### config.mk
export PLATFORM = sky130hd
export DESIGN_NAME = crossbar_scheduler
export DESIGN_NICKNAME = d
export VERILOG_FILES = /design/src/rtl/switch_pkg.sv /design/src/rtl/rr_arbiter3.sv /design/src/rtl/crossbar_scheduler.sv
export SDC_FILE = /design/constraint.sdc
export NUM_CORES = 1
export LEC_CHECK = 0
export ABC_AREA = 1
export BUFFER_PORTS_ARGS = -buffer_cell sky130_fd_sc_hd__clkbuf_2
export CORE_AREA = 2 2 119 144
export DETAILED_ROUTE_END_ITERATION = 12
export DIE_AREA = 0 0 121 146
export PLACE_DENSITY = 0.58
export SYNTH_ARGS = -nofsm -noshare
export SYNTH_HDL_FRONTEND = slang
export SYNTH_SLANG_ARGS = --single-unit
### constraint.sdc
create_clock -name clk -period 3.4 [get_ports clk]
set_input_delay 0.17 -clock clk [delete_from_list [all_inputs] [get_ports clk]]
set_output_delay 0.17 -clock clk [all_outputs]
set_load 0.05 [all_outputs]
### src/rtl/switch_pkg.sv
// Shared switch-fabric types: port indices and destination decode of a packet byte.
package switch_pkg;

  localparam int unsigned DATA_W = 8;

  typedef logic [1:0] port_idx_t;

  localparam port_idx_t PORT_DROP = 2'd0;

  function automatic port_idx_t dest_of(logic [DATA_W-1:0] b);
    return b[DATA_W-1 -: 2];
  endfunction

endpackage

### src/rtl/rr_arbiter3.sv
// Three-way round-robin arbiter; priority starts just after the last winner and wraps 3 -> 1.
module rr_arbiter3
  import switch_pkg::*;
(
  input  logic [3:1] req_i,
  input  port_idx_t  last_i,
  output logic [3:1] grant_o,
  output port_idx_t  winner_o
);

  port_idx_t ord [3];
  logic      found;

  always_comb begin
    grant_o  = '0;
    winner_o = PORT_DROP;
    found    = 1'b0;
    case (last_i)
      2'd1: begin ord[0] = 2'd2; ord[1] = 2'd3; ord[2] = 2'd1; end
      2'd2: begin ord[0] = 2'd3; ord[1] = 2'd1; ord[2] = 2'd2; end
      default: begin ord[0] = 2'd1; ord[1] = 2'd2; ord[2] = 2'd3; end
    endcase
    for (int n = 0; n < 3; n++) begin
      if (!found && req_i[ord[n]]) begin
        found             = 1'b1;
        grant_o[ord[n]]   = 1'b1;
        winner_o          = ord[n];
      end
    end
  end

endmodule

### src/rtl/crossbar_scheduler.sv
// 3x3 crossbar scheduler: stages one byte per ingress FIFO, drops dest-0 bytes and
// round-robin arbitrates each output port, registering data, source select and valid.
module crossbar_scheduler #(
  parameter int unsigned DATA_W = 8,
  parameter int unsigned CNT_W  = 16
) (
  input  logic              clk,
  input  logic              reset_n,
  input  logic              enable,
  input  logic              empty1,
  input  logic              empty2,
  input  logic              empty3,
  input  logic [DATA_W-1:0] data1,
  input  logic [DATA_W-1:0] data2,
  input  logic [DATA_W-1:0] data3,
  output logic              rdreq1,
  output logic              rdreq2,
  output logic              rdreq3,
  output logic [DATA_W-1:0] out_data1,
  output logic [DATA_W-1:0] out_data2,
  output logic [DATA_W-1:0] out_data3,
  output logic              out_valid1,
  output logic              out_valid2,
  output logic              out_valid3,
  output logic [1:0]        sel1,
  output logic [1:0]        sel2,
  output logic [1:0]        sel3,
  output logic [CNT_W-1:0]  drop_count
);
  import switch_pkg::*;

  logic [DATA_W-1:0] data_v     [1:3];
  logic [DATA_W-1:0] stage_q    [1:3];
  logic [DATA_W-1:0] stage_d    [1:3];
  logic [DATA_W-1:0] out_data_q [1:3];
  logic [DATA_W-1:0] out_data_d [1:3];
  port_idx_t         dest       [1:3];
  port_idx_t         winner     [1:3];
  port_idx_t         sel_q      [1:3];
  port_idx_t         sel_d      [1:3];
  port_idx_t         rr_last_q  [1:3];
  port_idx_t         rr_last_d  [1:3];
  logic [3:1]        req        [1:3];
  logic [3:1]        grant      [1:3];
  logic [3:1]        empty_v, rdreq, grant_in, drop;
  logic [3:1]        stage_v_q, stage_v_d, pend_q, out_valid_q, out_valid_d;
  logic [1:0]        n_drop;
  logic [CNT_W:0]    drop_sum;
  logic [CNT_W-1:0]  drop_count_q, drop_count_d;

  assign empty_v   = {empty3, empty2, empty1};
  assign data_v[1] = data1;
  assign data_v[2] = data2;
  assign data_v[3] = data3;

  always_comb begin
    for (int i = 1; i <= 3; i++) begin
      dest[i] = stage_q[i][DATA_W-1 -: 2];
      drop[i] = enable & stage_v_q[i] & (dest[i] == PORT_DROP);
    end
    for (int k = 1; k <= 3; k++) begin
      for (int i = 1; i <= 3; i++) begin
        req[k][i] = enable & stage_v_q[i] & (dest[i] == port_idx_t'(k));
      end
    end
  end

  for (genvar k = 1; k <= 3; k++) begin : g_arb
    rr_arbiter3 u_arb (
      .req_i    (req[k]),
      .last_i   (rr_last_q[k]),
      .grant_o  (grant[k]),
      .winner_o (winner[k])
    );
  end

  // A stage may be refilled in the same cycle it is granted.
  always_comb begin
    grant_in = grant[1] | grant[2] | grant[3];
    rdreq    = {3{reset_n & enable}} & ~empty_v & ~pend_q & (~stage_v_q | grant_in);
  end

  assign rdreq1 = rdreq[1];
  assign rdreq2 = rdreq[2];
  assign rdreq3 = rdreq[3];

  always_comb begin
    n_drop   = {1'b0, drop[1]} + {1'b0, drop[2]} + {1'b0, drop[3]};
    drop_sum = {1'b0, drop_count_q} + {{(CNT_W-1){1'b0}}, n_drop};
    drop_count_d = drop_sum[CNT_W] ? '1 : drop_sum[CNT_W-1:0];
    for (int i = 1; i <= 3; i++) begin
      stage_d[i]   = pend_q[i] ? data_v[i] : stage_q[i];
      stage_v_d[i] = pend_q[i] | (stage_v_q[i] & ~grant_in[i] & ~drop[i]);
    end
    for (int k = 1; k <= 3; k++) begin
      out_data_d[k]  = out_data_q[k];
      rr_last_d[k]   = rr_last_q[k];
      sel_d[k]       = PORT_DROP;
      out_valid_d[k] = 1'b0;
      if (|req[k]) begin
        out_data_d[k]  = stage_q[winner[k]];
        rr_last_d[k]   = winner[k];
        sel_d[k]       = winner[k];
        out_valid_d[k] = 1'b1;
      end
    end
  end

  always_ff @(posedge clk or negedge reset_n) begin
    if (!reset_n) begin
      stage_v_q    <= '0;
      pend_q       <= '0;
      out_valid_q  <= '0;
      drop_count_q <= '0;
      for (int i = 1; i <= 3; i++) begin
        stage_q[i]    <= '0;
        out_data_q[i] <= '0;
        sel_q[i]      <= PORT_DROP;
        rr_last_q[i]  <= 2'd3;
      end
    end else begin
      stage_v_q    <= stage_v_d;
      pend_q       <= rdreq;
      out_valid_q  <= out_valid_d;
      drop_count_q <= drop_count_d;
      for (int i = 1; i <= 3; i++) begin
        stage_q[i]    <= stage_d[i];
        out_data_q[i] <= out_data_d[i];
        sel_q[i]      <= sel_d[i];
        rr_last_q[i]  <= rr_last_d[i];
      end
    end
  end

  assign out_data1  = out_data_q[1];
  assign out_data2  = out_data_q[2];
  assign out_data3  = out_data_q[3];
  assign out_valid1 = out_valid_q[1];
  assign out_valid2 = out_valid_q[2];
  assign out_valid3 = out_valid_q[3];
  assign sel1       = sel_q[1];
  assign sel2       = sel_q[2];
  assign sel3       = sel_q[3];
  assign drop_count = drop_count_q;

endmodule

Word level (Yosys, flattened, before mapping)
Cells that the tools add are included.
{"block": "word_totals", "inputBits": 30, "elab_cells": 210, "ff_bits": 85}
{"block": "classes", "magnitude_cmp": 21, "mux": 79, "bitwise": 49, "addsub": 3, "eq_ne": 15, "reduce_logical": 27}
{"op": "$bmux 8 s2", "n": 3}
{"op": "$mux 8", "n": 6}
{"op": "$pmux 6 s2", "n": 3}
{"op": "$lt 2x3->1 const B", "n": 9}
{"op": "$mux 1", "n": 27}
{"op": "$mux 3", "n": 9}
{"op": "$or 3x3->3", "n": 9}
{"op": "$mux 2", "n": 12}
{"op": "$and 1x1->1", "n": 22}
{"op": "$bmux 1 s2", "n": 9}
{"op": "$demux 1 s2", "n": 9}
{"op": "$eq 2x2->1 const B", "n": 9}
{"op": "$ge 2x1->1 const B", "n": 9}
{"op": "$add 16x2->17", "n": 1}
{"op": "$mux 16", "n": 1}
{"op": "$logic_and 1x1->1", "n": 15}
{"op": "$eq 2x1->1 const B", "n": 6}
{"op": "$and 3x3->3", "n": 3}
{"op": "$ge 3x3->1 const B", "n": 3}
{"op": "$not 2->3", "n": 3}
{"op": "$not 3->3", "n": 3}
{"op": "$reduce_or 3->1", "n": 3}
{"op": "$logic_not 1->1", "n": 6}
{"op": "$logic_not 2->1", "n": 3}
{"op": "4 further kinds", "n": 11}

Longest topological paths before layout
Gate-level depths: netlist of the first run.
{"block": "logic_depth", "word_depth": 17, "depth_mapped": 17}

By module
A second synthesis of the first run with hierarchy kept.
{"block": "hier_totals", "cells_unflattened": 693, "hier_area_um2": 5248.8}
{"module": "crossbar_scheduler", "cells_per_inst": 534, "area_each_um2": 4310.4, "seq_area_each_um2": 2134.5, "instances": 1}
{"module": "rr_arbiter3", "cells_per_inst": 53, "area_each_um2": 312.8, "seq_area_each_um2": 0.0, "instances": 3}

Worst setup path before layout of the first run
No wires, ideal clock.
{"block": "synth_timing", "path_type": "register to register", "start": "register drop_count_q[0], in the netlist drop_count[0]", "end": "register drop_count_q[10], in the netlist drop_count[10]", "setup_time_ns": 0.138, "period_less_slack_ns": 2.882, "required_ns": 3.262, "arrival_time_ns": 2.744, "slack_ns": 0.518, "path_stages_with_launch": 15, "path_cell_list": "dfrtp_1 inv_1 fa_1 inv_1 ha_1 fa_1 nand2_1 inv_1 nand3_1 nor2_1 nand2_1 inv_1 nand4_1 clkbuf_1 nand3_1"}
{"block": "synth_via", "elab_chain_len": 2}
{"item": "start: declaration", "line_no": "crossbar_scheduler.sv:49", "rtl": "logic [CNT_W-1:0] drop_count_q, drop_count_d;"}
{"item": "start signal: assignment", "line_no": "crossbar_scheduler.sv:125", "rtl": "drop_count_q <= drop_count_d;"}
{"item": "$add 16x2->17", "line_no": "crossbar_scheduler.sv:89", "rtl": "drop_sum = {1'b0, drop_count_q} + {{(CNT_W-1){1'b0}}, n_drop};"}
{"item": "$mux 16", "line_no": "crossbar_scheduler.sv:90", "rtl": "drop_count_d = drop_sum[CNT_W] ? '1 : drop_sum[CNT_W-1:0];"}
{"item": "named net drop_count_d[10]", "line_no": "crossbar_scheduler.sv:49"}
The timed path passes the listed nets, and every way through them passes these cells.
A chain may end at the register's enable or synchronous reset.

Final worst setup path of the first run
{"block": "layout_timing", "start": "register rr_last_q[4] (netlist bit)", "end": "output rdreq3"}
{"block": "layout_via", "elab_chain_len": 15, "word_cells_on_any_way": 39}
{"item": "start: declaration", "line_no": "crossbar_scheduler.sv:41", "rtl": "port_idx_t rr_last_q [1:3];"}
{"item": "start signal: indexed assignment", "line_no": "crossbar_scheduler.sv:130", "rtl": "rr_last_q[i] <= rr_last_d[i];"}
{"item": "$eq 2x2->1 or $eq 2x1->1 (tied branches)", "line_no": "rr_arbiter3.sv:18", "rtl": "case (last_i)"}
{"item": "$pmux 6 s2 (*)", "line_no": "rr_arbiter3.sv:18"}
{"item": "$lt 2x3->1 (not written as such) (tied with other cells)", "line_no": "rr_arbiter3.sv:26", "rtl": "grant_o[ord[n]] = 1'b1;"}
{"item": "$logic_and 1x1->1 (not written as such) or $mux 1 (tied branches)", "line_no": "rr_arbiter3.sv:26, rr_arbiter3.sv:24"}
{"item": "$mux 1 (on tied branches)", "line_no": "rr_arbiter3.sv:26, rr_arbiter3.sv:24"}
{"item": "$demux 1 s2 or $logic_not 1->1 (tied branches)"}
{"item": "$mux 3 or $logic_and 1x1->1 (tied branches)", "line_no": "rr_arbiter3.sv:24", "rtl": "if (!found && req_i[ord[n]]) begin"}
{"item": "$or 3x3->3 (no line) or $mux 1 (tied branches)"}
{"item": "$mux 3 or $logic_not 1->1 (tied branches)", "line_no": "rr_arbiter3.sv:24"}
{"item": "$or 3x3->3 (no line) or $logic_and 1x1->1 (tied branches)"}
{"item": "$mux 3 (*)", "line_no": "rr_arbiter3.sv:24"}
{"item": "$or 3x3->3 (*) (2 in a row)", "line_no": "crossbar_scheduler.sv:79", "rtl": "grant_in = grant[1] | grant[2] | grant[3];"}
{"item": "$or 3x3->3 (*)", "line_no": "crossbar_scheduler.sv:80", "rtl": "rdreq = {3{reset_n & enable}} & ~empty_v & ~pend_q & (~stage_v_q | grant_in);"}
{"item": "$and 3x3->3 (*)", "line_no": "crossbar_scheduler.sv:80"}
{"item": "end: declaration", "line_no": "crossbar_scheduler.sv:18", "rtl": "output logic rdreq3,"}
Every way passes the cells marked *; elsewhere a longest branch is shown, timed or not. The select of a mux whose other input is x is not followed.

==> results.json, run 1 <==
{
  "wl_per_cell_microns": 14.10,
  "floorplan.die_area_sq_um": 17670,
  "worst_ep_arrival_time_ps": 2920,
  "total_power_mw": 5.910,
  "dominant_combinational_cell_family_by_area_after_synthesis": "simple AND/OR/NAND/NOR gates",
  "critical_path.top_delay_family": "simple AND/OR/NAND/NOR gates",
  "worst-r2r-cell-count": 14,
  "numPortBuffers": 81,
  "n_antenna_cell": 0,
  "worst-slew-pin-transition_ps": 774.2,
  "cts_made_buffers": 9,
  "max_fanout_on_critical_path": 6,
  "drive_gt1_frac": 0.2203,
  "floorplan.rows": 51,
  "rr_startpoint": "dest[5]$_DFFE_PN0P_",
  "area_used_by_sequential_logic_in_the_layout_sq_um": 2135,
  "critPathMaxStageDelay_ps": 550,
  "dp.cells": 903,
  "latest_clock_arrival_within_the_worst_skew_pair_ps": 340,
  "clk_pin_slew_worst_paths_ps": 70,
  "synth_area_per_cell_sq_um": 7.742,
  "post-route-cell-area_sq_um": 5734,
  "yosys_register_bits": 85,
  "wire_length_of_the_first_global_routing_pass_microns": 21580,
  "final_max_slew_viol_count": 0,
  "cts_tree": "yes",
  "grt_overflow_total": 0,
  "setup_crit_path_kind": "reg2out",
  "final_core_utilization": 0.3552,
  "post_route_clock_skew_ps": 6.927,
  "setup_tns_after_final_layout_ps": 0,
  "cts.sink_count": 85,
  "cell_with_the_biggest_individual_delay_on_the_critical_path": "sky130_fd_sc_hd__dfstp_2",
  "design.core.area_sq_um": 16140,
  "synthesis.instances": 617,
  "grt_max_degree": 61,
  "drtPass1Iterations": 5,
  "clk_path_buf_depth": 2,
  "ys_dominant_reg_cell": "sky130_fd_sc_hd__dfrtp_1",
  "async_reset_ff_frac": 1.000,
  "clockRootBuffer": "sky130_fd_sc_hd__clkbuf_16",
  "critical_path.cell_chain": "inv_1 > ha_1 > inv_1 > nand3_1 > nand3_1 > nand2_2 > nor2_1 > nand2_1 > nand3_1 > nor2_1 > a21oi_1 > clkbuf_2",
  "min_path_cells": 3,
  "post_synth_fa_ha_maj_area_fraction": 0.03981,
  "setup_repair_after_global_routing_missed_its_margin": "no",
  "cp-startpoint": "rr_last_q[4]$_DFFE_PN1P_",
  "achievable-frequency_ghz": 0.3241,
  "seq_power_share": 0.285,
  "synthesis.nets": 661,
  "min-delay-path-class": "in2reg",
  "worst_setup_path_start_kind": "flop",
  "setup-violations-final": 0,
  "die_h_microns": 146,
  "fin_hold_ws_ps": 29.58,
  "area_used_by_multi_input_combinational_logic_sq_um": 2307,
  "ant_nets": 0,
  "synth_edf_count": 0,
  "design.final.nets": 747,
  "rrSetupSlack_ps": 350,
  "p_int_mw": 2.844,
  "drc": 0,
  "power.static_leakage_nw": 2.935,
  "layout.cells.most_common": "sky130_fd_sc_hd__nand2_1",
  "min-delay-start": "data1[4]",
  "hold-path-endpoint": "stage_q[20]$_DFFE_PN0P_",
  "preCtsSetupSlack_ps": 336.1,
  "final_critical_path_setup_slack_ps": 314.2,
  "power.switching_mw": 3.066,
  "cp_num_cells": 12,
  "via_count": 4266,
  "fin_cells": 920,
  "critical_path.endpoint_type": "primary output",
  "placement.cell_area_sq_um": 5413,
  "total_half_perimeter_wirelength_after_legalization_and_detailed_placement_microns": 10120,
  "grt_antenna_before_repair": 0,
  "track_usage": 0.1528,
  "timing_hold_violations_final": 0,
  "power_switching_share": 0.5187,
  "yosys.area_share.simple": 0.3821,
  "wirelength_microns": 12970,
  "power_frac_comb": 0.540,
  "grt_pass1_vias": 4369,
  "ys_types": 37,
  "synthToLayoutAreaGrowth_pct": 20.04,
  "power.clock.fraction": 0.175,
  "yosys-mux-area-fraction": 0,
  "yosysSeqAreaShare": 0.4468,
  "ioPinCount": 82,
  "detail_route.iter0.violations": 253,
  "most_frequent_cells_in_the_layout": "sky130_fd_sc_hd__nand2_1, sky130_fd_sc_hd__nand3_1, sky130_fd_sc_hd__clkbuf_2, sky130_fd_sc_hd__dfrtp_1, sky130_fd_sc_hd__inv_1",
  "outcome": "completed",
  "viasPerCell": 4.637,
  "worst-path-buf-inv": 3,
  "cts_setup_buffers": 0,
  "max_cap_viol_count": 0,
  "syn_area_sq_um": 4777,
  "initial_core_utilization": 0.2959,
  "worst_voltage_drop_across_the_vdd_grid_mv": 0.3390,
  "gp_congestion": 0.8819,
  "final_min_period_over_clock_period": 0.9076,
  "layout.filler_cells": 1748,
  "final_period_minus_worst_setup_slack_ps": 3086,
  "power-per-cell-area_nw_per_um2": 1031,
  "die_w_microns": 121,
  "worst_path_most_repeated_cell": "sky130_fd_sc_hd__nand3_1",
  "ctsHtreeMaxLevel": 3,
  "synth_xor_xnor_area_share": 0.007334,
  "slew_headroom": 0.4839,
  "synthesis.yosys.warnings": 0,
  "synth-compound-area-share": 0.05369,
  "postCtsResizedCells": 0,
  "r2r-end": "drop_count[2]$_DFF_PN0_",
  "required_ps": 3230
}
per-layer routing:
| metal | part of all wire | track usage | wire, microns |
|---|---|---|---|
| met4 | 0.025 | 0.06395 | 329 |
| met1 | 0.43 | 0.1908 | 5592 |
| met5 | 0 | 0 | 0 |
| met2 | 0.50 | 0.2559 | 6475 |
| met3 | 0.044 | 0.02939 | 575 |
worst max path at each step:
stage                                to  slack [ps]
2_1_floorplan  drop_count[10]$_DFF_PN0_         520
4_1_cts                          rdreq2         250
6_report                         rdreq3         310
5_1_grt         drop_count[8]$_DFF_PN0_          20
3_5_place_dp    drop_count[2]$_DFF_PN0_         340
3_3_place_gp    drop_count[6]$_DFF_PN0_         440
worst reg2reg max path: cells and delay by family, from the launching register on:
family,cells,cell delay (ps)
AO/OA/AOI/OAI,1,190
buffers and inverters,4,280
AND/OR/NAND/NOR,6,810
adder cells (fa/ha/maj),3,1140
flip-flops,1,470
power groups by stage:
| stage | registers (mW) | logic [mW] | clock network [mW] |
|---|---|---|---|
| floorplan | 2.21 | 1.91 | 0 |
| global route | 1.73 | 3.55 | 1.10 |
| global placement | 1.69 | 3.21 | 0 |
| detailed placement | 1.70 | 3.20 | 0 |
| CTS | 1.68 | 3.21 | 1.07 |
| finish | 1.68 | 3.19 | 1.03 |
cells by family after synthesis:
logic type               Yosys count
buffers and inverters             85
flip-flops                        85
XOR/XNOR                           4
AO/OA/AOI/OAI                     46
adder cells (fa/ha/maj)           14
AND/OR/NAND/NOR                  383
cell usage after synthesis, drive strengths merged, types with 2 or more instances:
cell type | n | area [sq um]
inv | 75 | 281.5
dfstp | 6 | 157.7
clkbuf | 6 | 22.52
dfrtp | 79 | 1977
a21oi | 8 | 51.30
buf | 2 | 22.52
clkinv | 2 | 8.750
nand2 | 186 | 760.7
or2 | 2 | 12.51
o21ai | 33 | 168.9
nand3 | 133 | 693.2
o211ai | 3 | 22.52
fa | 2 | 40.04
ha | 12 | 150.1
xor2 | 3 | 26.28
nor3 | 7 | 51.30
nand4 | 12 | 96.34
nor2 | 42 | 205.2
timing repair:
action | in CTS | in global routing
setup endpoints to repair | 0 | 0
hold endpoints to repair | 21 | 0
hold buffers | 1 | 0
sequential cells by signal (all words and copies together), names as in the netlist, 3 cells and up:
signal / flops
out_valid_q: 3
pend_q: 3
out_data1: 8
drop_count: 16
dest: 6
rr_last_q: 6
out_data2: 8
stage_v_q: 3
out_data3: 8
stage_q: 18
final cells by class:
type / instances / area share
sequential: 85 / 0.3722
inverter: 77 / 0.05062
clock inverter: 7 / 0.01506
clock buffer: 9 / 0.03928
multi-input combinational: 447 / 0.4024
tap: 212 / 0.04626
timing repair buffer: 83 / 0.07419
No activity file was read; power rests on OpenSTA's default activity.
==> run 2: changes to the inputs <==
--- a/config.mk
+++ b/config.mk
@@ -7,7 +7,6 @@
 export LEC_CHECK = 0
-export ABC_AREA = 1
 export BUFFER_PORTS_ARGS = -buffer_cell sky130_fd_sc_hd__clkbuf_2
-export CORE_AREA = 2 2 119 144
+export CORE_AREA = 2 2 130 132
 export DETAILED_ROUTE_END_ITERATION = 12
-export DIE_AREA = 0 0 121 146
+export DIE_AREA = 0 0 132 134
 export PLACE_DENSITY = 0.58
==> constraint.sdc (replaced) <==
create_clock -name clk -period 3.4 [get_ports clk]
set_input_delay 0.51 -clock clk [delete_from_list [all_inputs] [get_ports clk]]
set_output_delay 0.51 -clock clk [all_outputs]
set_load 0.05 [all_outputs]
==> run 2 against run 1 <==
Effect of this change: clock power down 8%; clock skew up 0.99 ps; non-clock buffer count up 6; power down 0.61%; maximum frequency down 3.0%; register-to-register slack better by 20 ps; synthesized cell count down 23%; count of clock-buffer cells in the layout up 2; synthesized area up 0.50%; critical endpoint is now rdreq2; largest power group unchanged.
==> results.json, run 2 <==
{
  "critical_path.endpoint_type": "primary output",
  "setup_tns_after_final_layout_ps": 0,
  "synthMostInstantiatedCell": "sky130_fd_sc_hd__dfrtp_1",
  "clockRootBuffer": "sky130_fd_sc_hd__clkbuf_16",
  "drc": 0,
  "wirelength_microns": 13090,
  "design.final.nets": 593,
  "drive_gt1_frac": 0.2984,
  "yosys.area.top_type": "sky130_fd_sc_hd__dfrtp_1",
  "synth_top_cell_area_share": 0.4118,
  "required_ps": 2890,
  "design.core.area_sq_um": 16290,
  "numPortBuffers": 81,
  "die_w_microns": 132,
  "final_min_period_over_clock_period": 0.9359,
  "cp-startpoint": "rr_last_q[2]$_DFFE_PN1P_",
  "cts.sink_count": 85,
  "rr_startpoint": "dest[4]$_DFFE_PN0P_",
  "yosys_register_bits": 85,
  "synth.area.top_cells": "sky130_fd_sc_hd__dfrtp_1, sky130_fd_sc_hd__mux2_2, sky130_fd_sc_hd__a211oi_1",
  "placement.cell_area_sq_um": 5399,
  "power.static_leakage_nw": 2.603,
  "setup_crit_path_kind": "reg2out",
  "total_half_perimeter_wirelength_after_legalization_and_detailed_placement_microns": 9864,
  "via_count": 3991,
  "cts_tree": "yes",
  "async_reset_ff_frac": 1.000,
  "power-per-cell-area_nw_per_um2": 1024,
  "wire_length_of_the_first_global_routing_pass_microns": 21890,
  "largest_register_ff_count": 18,
  "worst_ep_arrival_time_ps": 2670,
  "fin_cells": 773,
  "cts_setup_buffers": 0,
  "most_frequent_cells_in_the_layout": "sky130_fd_sc_hd__dfrtp_1, sky130_fd_sc_hd__clkbuf_2, sky130_fd_sc_hd__nor2_1, sky130_fd_sc_hd__nand2_1, sky130_fd_sc_hd__mux2_2",
  "min-delay-path-class": "in2async",
  "synthToLayoutAreaGrowth_pct": 19.49,
  "worst_setup_path_start_kind": "flop",
  "post_route_clock_skew_ps": 7.921,
  "max_fanout_on_critical_path": 12,
  "clk_path_buf_depth": 2,
  "grt_pass1_vias": 4114,
  "floorplan.rows": 47,
  "rrSetupSlack_ps": 370,
  "ant_nets": 0,
  "grt_overflow_total": 0,
  "wl_per_cell_microns": 16.94,
  "ctsHtreeMaxLevel": 3,
  "die_h_microns": 134,
  "layout.cells.most_common": "sky130_fd_sc_hd__dfrtp_1",
  "fin_hold_ws_ps": 19.48,
  "ioPinCount": 82,
  "achievable-frequency_ghz": 0.3143,
  "post-route-cell-area_sq_um": 5737,
  "timing_hold_violations_final": 0,
  "worst-r2r-cell-count": 11,
  "endpoint": "rdreq2",
  "cts_made_buffers": 9,
  "grt_max_degree": 73,
  "ys_types": 65,
  "grt_antenna_before_repair": 0,
  "viasPerCell": 5.163,
  "synth.top_cells.by_count": "sky130_fd_sc_hd__dfrtp_1, sky130_fd_sc_hd__nor2_1, sky130_fd_sc_hd__nand2_1",
  "outcome": "completed",
  "synth_edf_count": 0,
  "ys_dominant_reg_cell": "sky130_fd_sc_hd__dfrtp_1",
  "clk_pin_slew_worst_paths_ps": 60,
  "synthesis.instances": 474,
  "yosysSeqAreaShare": 0.4446,
  "syn_area_sq_um": 4801,
  "n_antenna_cell": 0,
  "slew_headroom": 0.3942,
  "latest_clock_arrival_within_the_worst_skew_pair_ps": 340,
  "worst-slew-pin-transition_ps": 908.7,
  "final_period_minus_worst_setup_slack_ps": 3182,
  "floorplan.die_area_sq_um": 17690,
  "dp.cells": 758,
  "detail_route.iter0.violations": 295,
  "initial_core_utilization": 0.2947,
  "synthesis.yosys.warnings": 0,
  "final_max_slew_viol_count": 0,
  "drtPass1Iterations": 4,
  "synthesis.nets": 518,
  "gp_congestion": 0.8411,
  "synth_area_per_cell_sq_um": 10.13,
  "top_register": "stage_q",
  "r2r-end": "drop_count[1]$_DFF_PN0_",
  "setup-violations-final": 0,
  "setup_repair_after_global_routing_missed_its_margin": "no",
  "worst_voltage_drop_across_the_vdd_grid_mv": 0.5509,
  "max_cap_viol_count": 0,
  "track_usage": 0.1542
}
[run 2: cell types whose count changed after synthesis, moves of 10 or more]
| cell | before | now |
|---|---|---|
| sky130_fd_sc_hd__a211oi_1 | 0 | 22 |
| sky130_fd_sc_hd__nand2_2 | 16 | 0 |
| sky130_fd_sc_hd__o22ai_1 | 0 | 13 |
| sky130_fd_sc_hd__mux2_2 | 0 | 30 |
| sky130_fd_sc_hd__a21oi_1 | 5 | 27 |
| sky130_fd_sc_hd__nand2b_1 | 0 | 12 |
| sky130_fd_sc_hd__nand3_1 | 129 | 20 |
| sky130_fd_sc_hd__o21ai_0 | 30 | 11 |
| sky130_fd_sc_hd__nand2_1 | 167 | 32 |
| sky130_fd_sc_hd__mux2i_1 | 0 | 15 |
| sky130_fd_sc_hd__inv_2 | 11 | 1 |
| sky130_fd_sc_hd__inv_1 | 64 | 20 |
[run 2: routing by layer]
metal	up-vias	track usage	part of all wire
met5	-	0	0
li1	1889	-	-
met4	0	0.06280	0.018
met1	1969	0.2073	0.46
met2	118	0.2471	0.48
met3	15	0.02683	0.043
[run 2: area by class of cell]
class	instances	area, sq um
clock buffer	11	232.7
clock inverter	4	50.05
fill	1664	10550
inverter	23	86.33
multi-input combinational	341	2487
sequential	85	2135
tap	220	275.3
timing repair buffer	89	470.5
[run 2: logic make-up after synthesis]
kind of cell / after synthesis / share of synthesized area
AND/OR/NAND/NOR: 164 / 0.1848
AO/OA/AOI/OAI: 106 / 0.1548
flip-flops: 85 / 0.4446
buffers and inverters: 48 / 0.05212
multiplexers: 46 / 0.1040
adder cells (fa/ha/maj): 14 / 0.03961
XOR/XNOR: 11 / 0.02007
[run 2: what timing repair did]
action                                  CTS  global route
endpoints found under the setup margin    2             3
hold buffers                              0             0
gates resized for setup                   3            11
pin swaps                                 0             1
[run 2: worst max-delay path, cell delays in order (launching register included)]
cell and delay (ps):
sky130_fd_sc_hd__dfstp_2 560, sky130_fd_sc_hd__inv_1 70, sky130_fd_sc_hd__ha_2 430, sky130_fd_sc_hd__nand2b_1 180, sky130_fd_sc_hd__o22ai_1 200, sky130_fd_sc_hd__a21o_1 130
sky130_fd_sc_hd__a22oi_1 100, sky130_fd_sc_hd__nand4_1 140, sky130_fd_sc_hd__nor4b_2 230, sky130_fd_sc_hd__buf_2 310
[run 2: power breakdown]
part	internal [mW]	switching (mW)	total, mW
Sequential	1.44	0.476	1.92
Clock	0.564	0.383	0.947
Combinational	1.06	1.95	3.01
[run 2: worst min-delay path by stage]
stage / startpoint / end / slack (ps) / cells after the start
after CTS: reset_n / drop_count[4]$_DFF_PN0_ / 10 / 1
after global placement: reset_n / drop_count[14]$_DFF_PN0_ / 370 / 1
final: reset_n / drop_count[4]$_DFF_PN0_ / 20 / 1
after detailed placement: reset_n / drop_count[14]$_DFF_PN0_ / 370 / 1
after global routing: reset_n / drop_count[4]$_DFF_PN0_ / 20 / 1
after floorplan: reset_n / dest[0]$_DFFE_PN0P_ / 210 / 0
[run 2: metrics by stage]
stage                 util  setup WS [ps]  power [mW]
detailed placement  0.3314          123.6       4.863
finish              0.3522          217.9       5.874
floorplan                -          107.5       4.125
global route        0.3522          29.09       6.283
CTS                 0.3496          15.52       5.857
global placement    0.3314          228.3       4.784
==> run 3: changes to the inputs <==
Settings changed: PLACE_DENSITY 0.58 to unset, PLACE_DENSITY_LB_ADDON set to 0.05.
==> run 3 against run 2 <==
Effect of this change: clock power grew 17%; combinational power grew 2%; via count shrank 0.35%; cell area grew 1.9%; global-route usage grew 0.95 points; sequential cell count is the same; die area is the same.
==> results.json, run 3 (synthesized netlist as in run 2, its figures left out) <==
{
  "outcome": "completed",
  "critPathMaxStageDelay_ps": 560,
  "p_int_mw": 3.210,
  "cts_made_buffers": 9,
  "ant_nets": 0,
  "grt_overflow_total": 0,
  "clockRootBuffer": "sky130_fd_sc_hd__clkbuf_16",
  "n_antenna_cell": 0,
  "die_w_microns": 132,
  "required_ps": 2890,
  "final_period_minus_worst_setup_slack_ps": 3264,
  "ctsHtreeMaxLevel": 3,
  "max_cap_viol_count": 0,
  "grt_pass1_vias": 4042,
  "worst-r2r-cell-count": 12,
  "seq_power_share": 0.312,
  "track_usage": 0.1637,
  "initial_core_utilization": 0.2947,
  "die_h_microns": 134,
  "layout.cells.most_common": "sky130_fd_sc_hd__dfrtp_1",
  "slew_headroom": 0.4384,
  "design.final.nets": 600,
  "critical_path.endpoint_type": "primary output",
  "power.static_leakage_nw": 2.657,
  "synthToLayoutAreaGrowth_pct": 21.76,
  "placement.cell_area_sq_um": 5451,
  "largest_register_ff_count": 18,
  "drive_gt1_frac": 0.3119,
  "final_core_utilization": 0.3589,
  "gp_congestion": 0.8326,
  "setup-violations-final": 0,
  "power-per-cell-area_nw_per_um2": 1039,
  "grt_max_degree": 63,
  "floorplan.rows": 47,
  "viasPerCell": 5.092,
  "worst_setup_path_start_kind": "flop",
  "power_frac_comb": 0.506,
  "setup_repair_after_global_routing_missed_its_margin": "yes",
  "clk_pin_slew_worst_paths_ps": 60,
  "via_count": 3977,
  "rr_startpoint": "dest[0]$_DFFE_PN0P_",
  "cts.sink_count": 85,
  "timing_hold_violations_final": 0,
  "final_min_period_over_clock_period": 0.9600,
  "numPortBuffers": 81,
  "power.clock.fraction": 0.183,
  "achievable-frequency_ghz": 0.3064,
  "worst_voltage_drop_across_the_vdd_grid_mv": 0.3946,
  "setup_crit_path_kind": "reg2out",
  "final_max_slew_viol_count": 0,
  "design.core.area_sq_um": 16290,
  "cell_with_the_biggest_individual_delay_on_the_critical_path": "sky130_fd_sc_hd__dfstp_2",
  "ioPinCount": 82,
  "power.switching_mw": 2.861,
  "worst-path-buf-inv": 3,
  "cts_tree": "yes",
  "post_route_clock_skew_ps": 8.493,
  "power_switching_share": 0.4713,
  "wl_per_cell_microns": 18.01,
  "drtPass1Iterations": 5,
  "wirelength_microns": 14070,
  "cp_num_cells": 9,
  "top_register": "stage_q",
  "critical_path.top_delay_family": "simple AND/OR/NAND/NOR gates",
  "drc": 0,
  "most_frequent_cells_in_the_layout": "sky130_fd_sc_hd__dfrtp_1, sky130_fd_sc_hd__clkbuf_2, sky130_fd_sc_hd__nor2_1, sky130_fd_sc_hd__nand2_1, sky130_fd_sc_hd__mux2_2",
  "worst-slew-pin-transition_ps": 842.4,
  "wire_length_of_the_first_global_routing_pass_microns": 22620,
  "latest_clock_arrival_within_the_worst_skew_pair_ps": 350,
  "total_half_perimeter_wirelength_after_legalization_and_detailed_placement_microns": 10520,
  "r2r-end": "drop_count[15]$_DFF_PN0_",
  "fin_hold_ws_ps": 63.02,
  "max_fanout_on_critical_path": 12,
  "grt_antenna_before_repair": 0,
  "critical_path.cell_chain": "inv_1 > ha_2 > nor2_1 > nor4b_2 > buf_4 > a31oi_1 > nand4_1 > nor4b_2 > buf_4",
  "floorplan.die_area_sq_um": 17690,
  "detail_route.iter0.violations": 259,
  "post-route-cell-area_sq_um": 5846,
  "setup_tns_after_final_layout_ps": 0,
  "total_power_mw": 6.072,
  "worst_ep_arrival_time_ps": 2750,
  "clk_path_buf_depth": 2,
  "min-delay-path-class": "in2async",
  "rrSetupSlack_ps": 540
}
[run 3: what timing repair did]
| item | CTS | global route |
|---|---|---|
| setup endpoints to repair | 3 | 3 |
| pin swaps | 0 | 0 |
| resized for setup | 7 | 8 |
| hold buffers | 0 | 0 |
| buffers inserted | 0 | 0 |
[run 3: metal layers]
metal	global-route usage	vias up	part of all wire
li1	-	1911	-
met5	0	-	0
met4	0.05616	0	0.021
met2	0.2590	80	0.47
met3	0.03515	20	0.036
met1	0.2227	1966	0.47
[run 3: worst max path at each step]
stage	start	endpoint	slack (ps)
after detailed placement	enable	rdreq2	130
after global routing	rr_last_q[2]$_DFFE_PN1P_	rdreq2	-30
after floorplan	rr_last_q[1]$_DFFE_PN1P_	rdreq1	110
final	rr_last_q[2]$_DFFE_PN1P_	rdreq2	140
after CTS	rr_last_q[2]$_DFFE_PN1P_	rdreq2	3
after global placement	enable	rdreq2	140
[run 3: worst reg2reg max path, stage by stage (launching register included)]
cell	delay, ps
sky130_fd_sc_hd__dfrtp_1	450
sky130_fd_sc_hd__nor2_1	130
sky130_fd_sc_hd__nand3_1	130
sky130_fd_sc_hd__fa_1	510
sky130_fd_sc_hd__inv_1	40
sky130_fd_sc_hd__ha_1	220
sky130_fd_sc_hd__fa_1	430
sky130_fd_sc_hd__nand2_1	90
sky130_fd_sc_hd__nor2_1	80
sky130_fd_sc_hd__and3_1	210
sky130_fd_sc_hd__nand3_1	120
sky130_fd_sc_hd__nand2_1	70
sky130_fd_sc_hd__mux2_2	270
[run 3: final cells by class]
type,count,area (sq um)
inverter,23,86.33
tap,220,275.3
clock buffer,10,239.0
clock inverter,6,93.84
timing repair buffer,96,528.0
multi-input combinational,341,2489
sequential,85,2135
fill,1678,10440
[run 3: metrics by stage]
stage,instances,setup WS (ps)
final,781,136.1
after global routing,781,-25.04
after CTS,781,2.573
after detailed placement,765,127.0
after global placement,765,137.6
after floorplan,474,107.5
[run 3: power groups by stage]
stage          clock network, mW  registers, mW  logic (mW)
6_report                    1.11           1.89        3.07
5_1_grt                     1.17           1.97        3.35
4_1_cts                     1.14           1.90        3.04
3_5_place_dp                   0           1.92        3.00
3_3_place_gp                   0           1.91        2.99
2_1_floorplan                  0           2.42        1.71
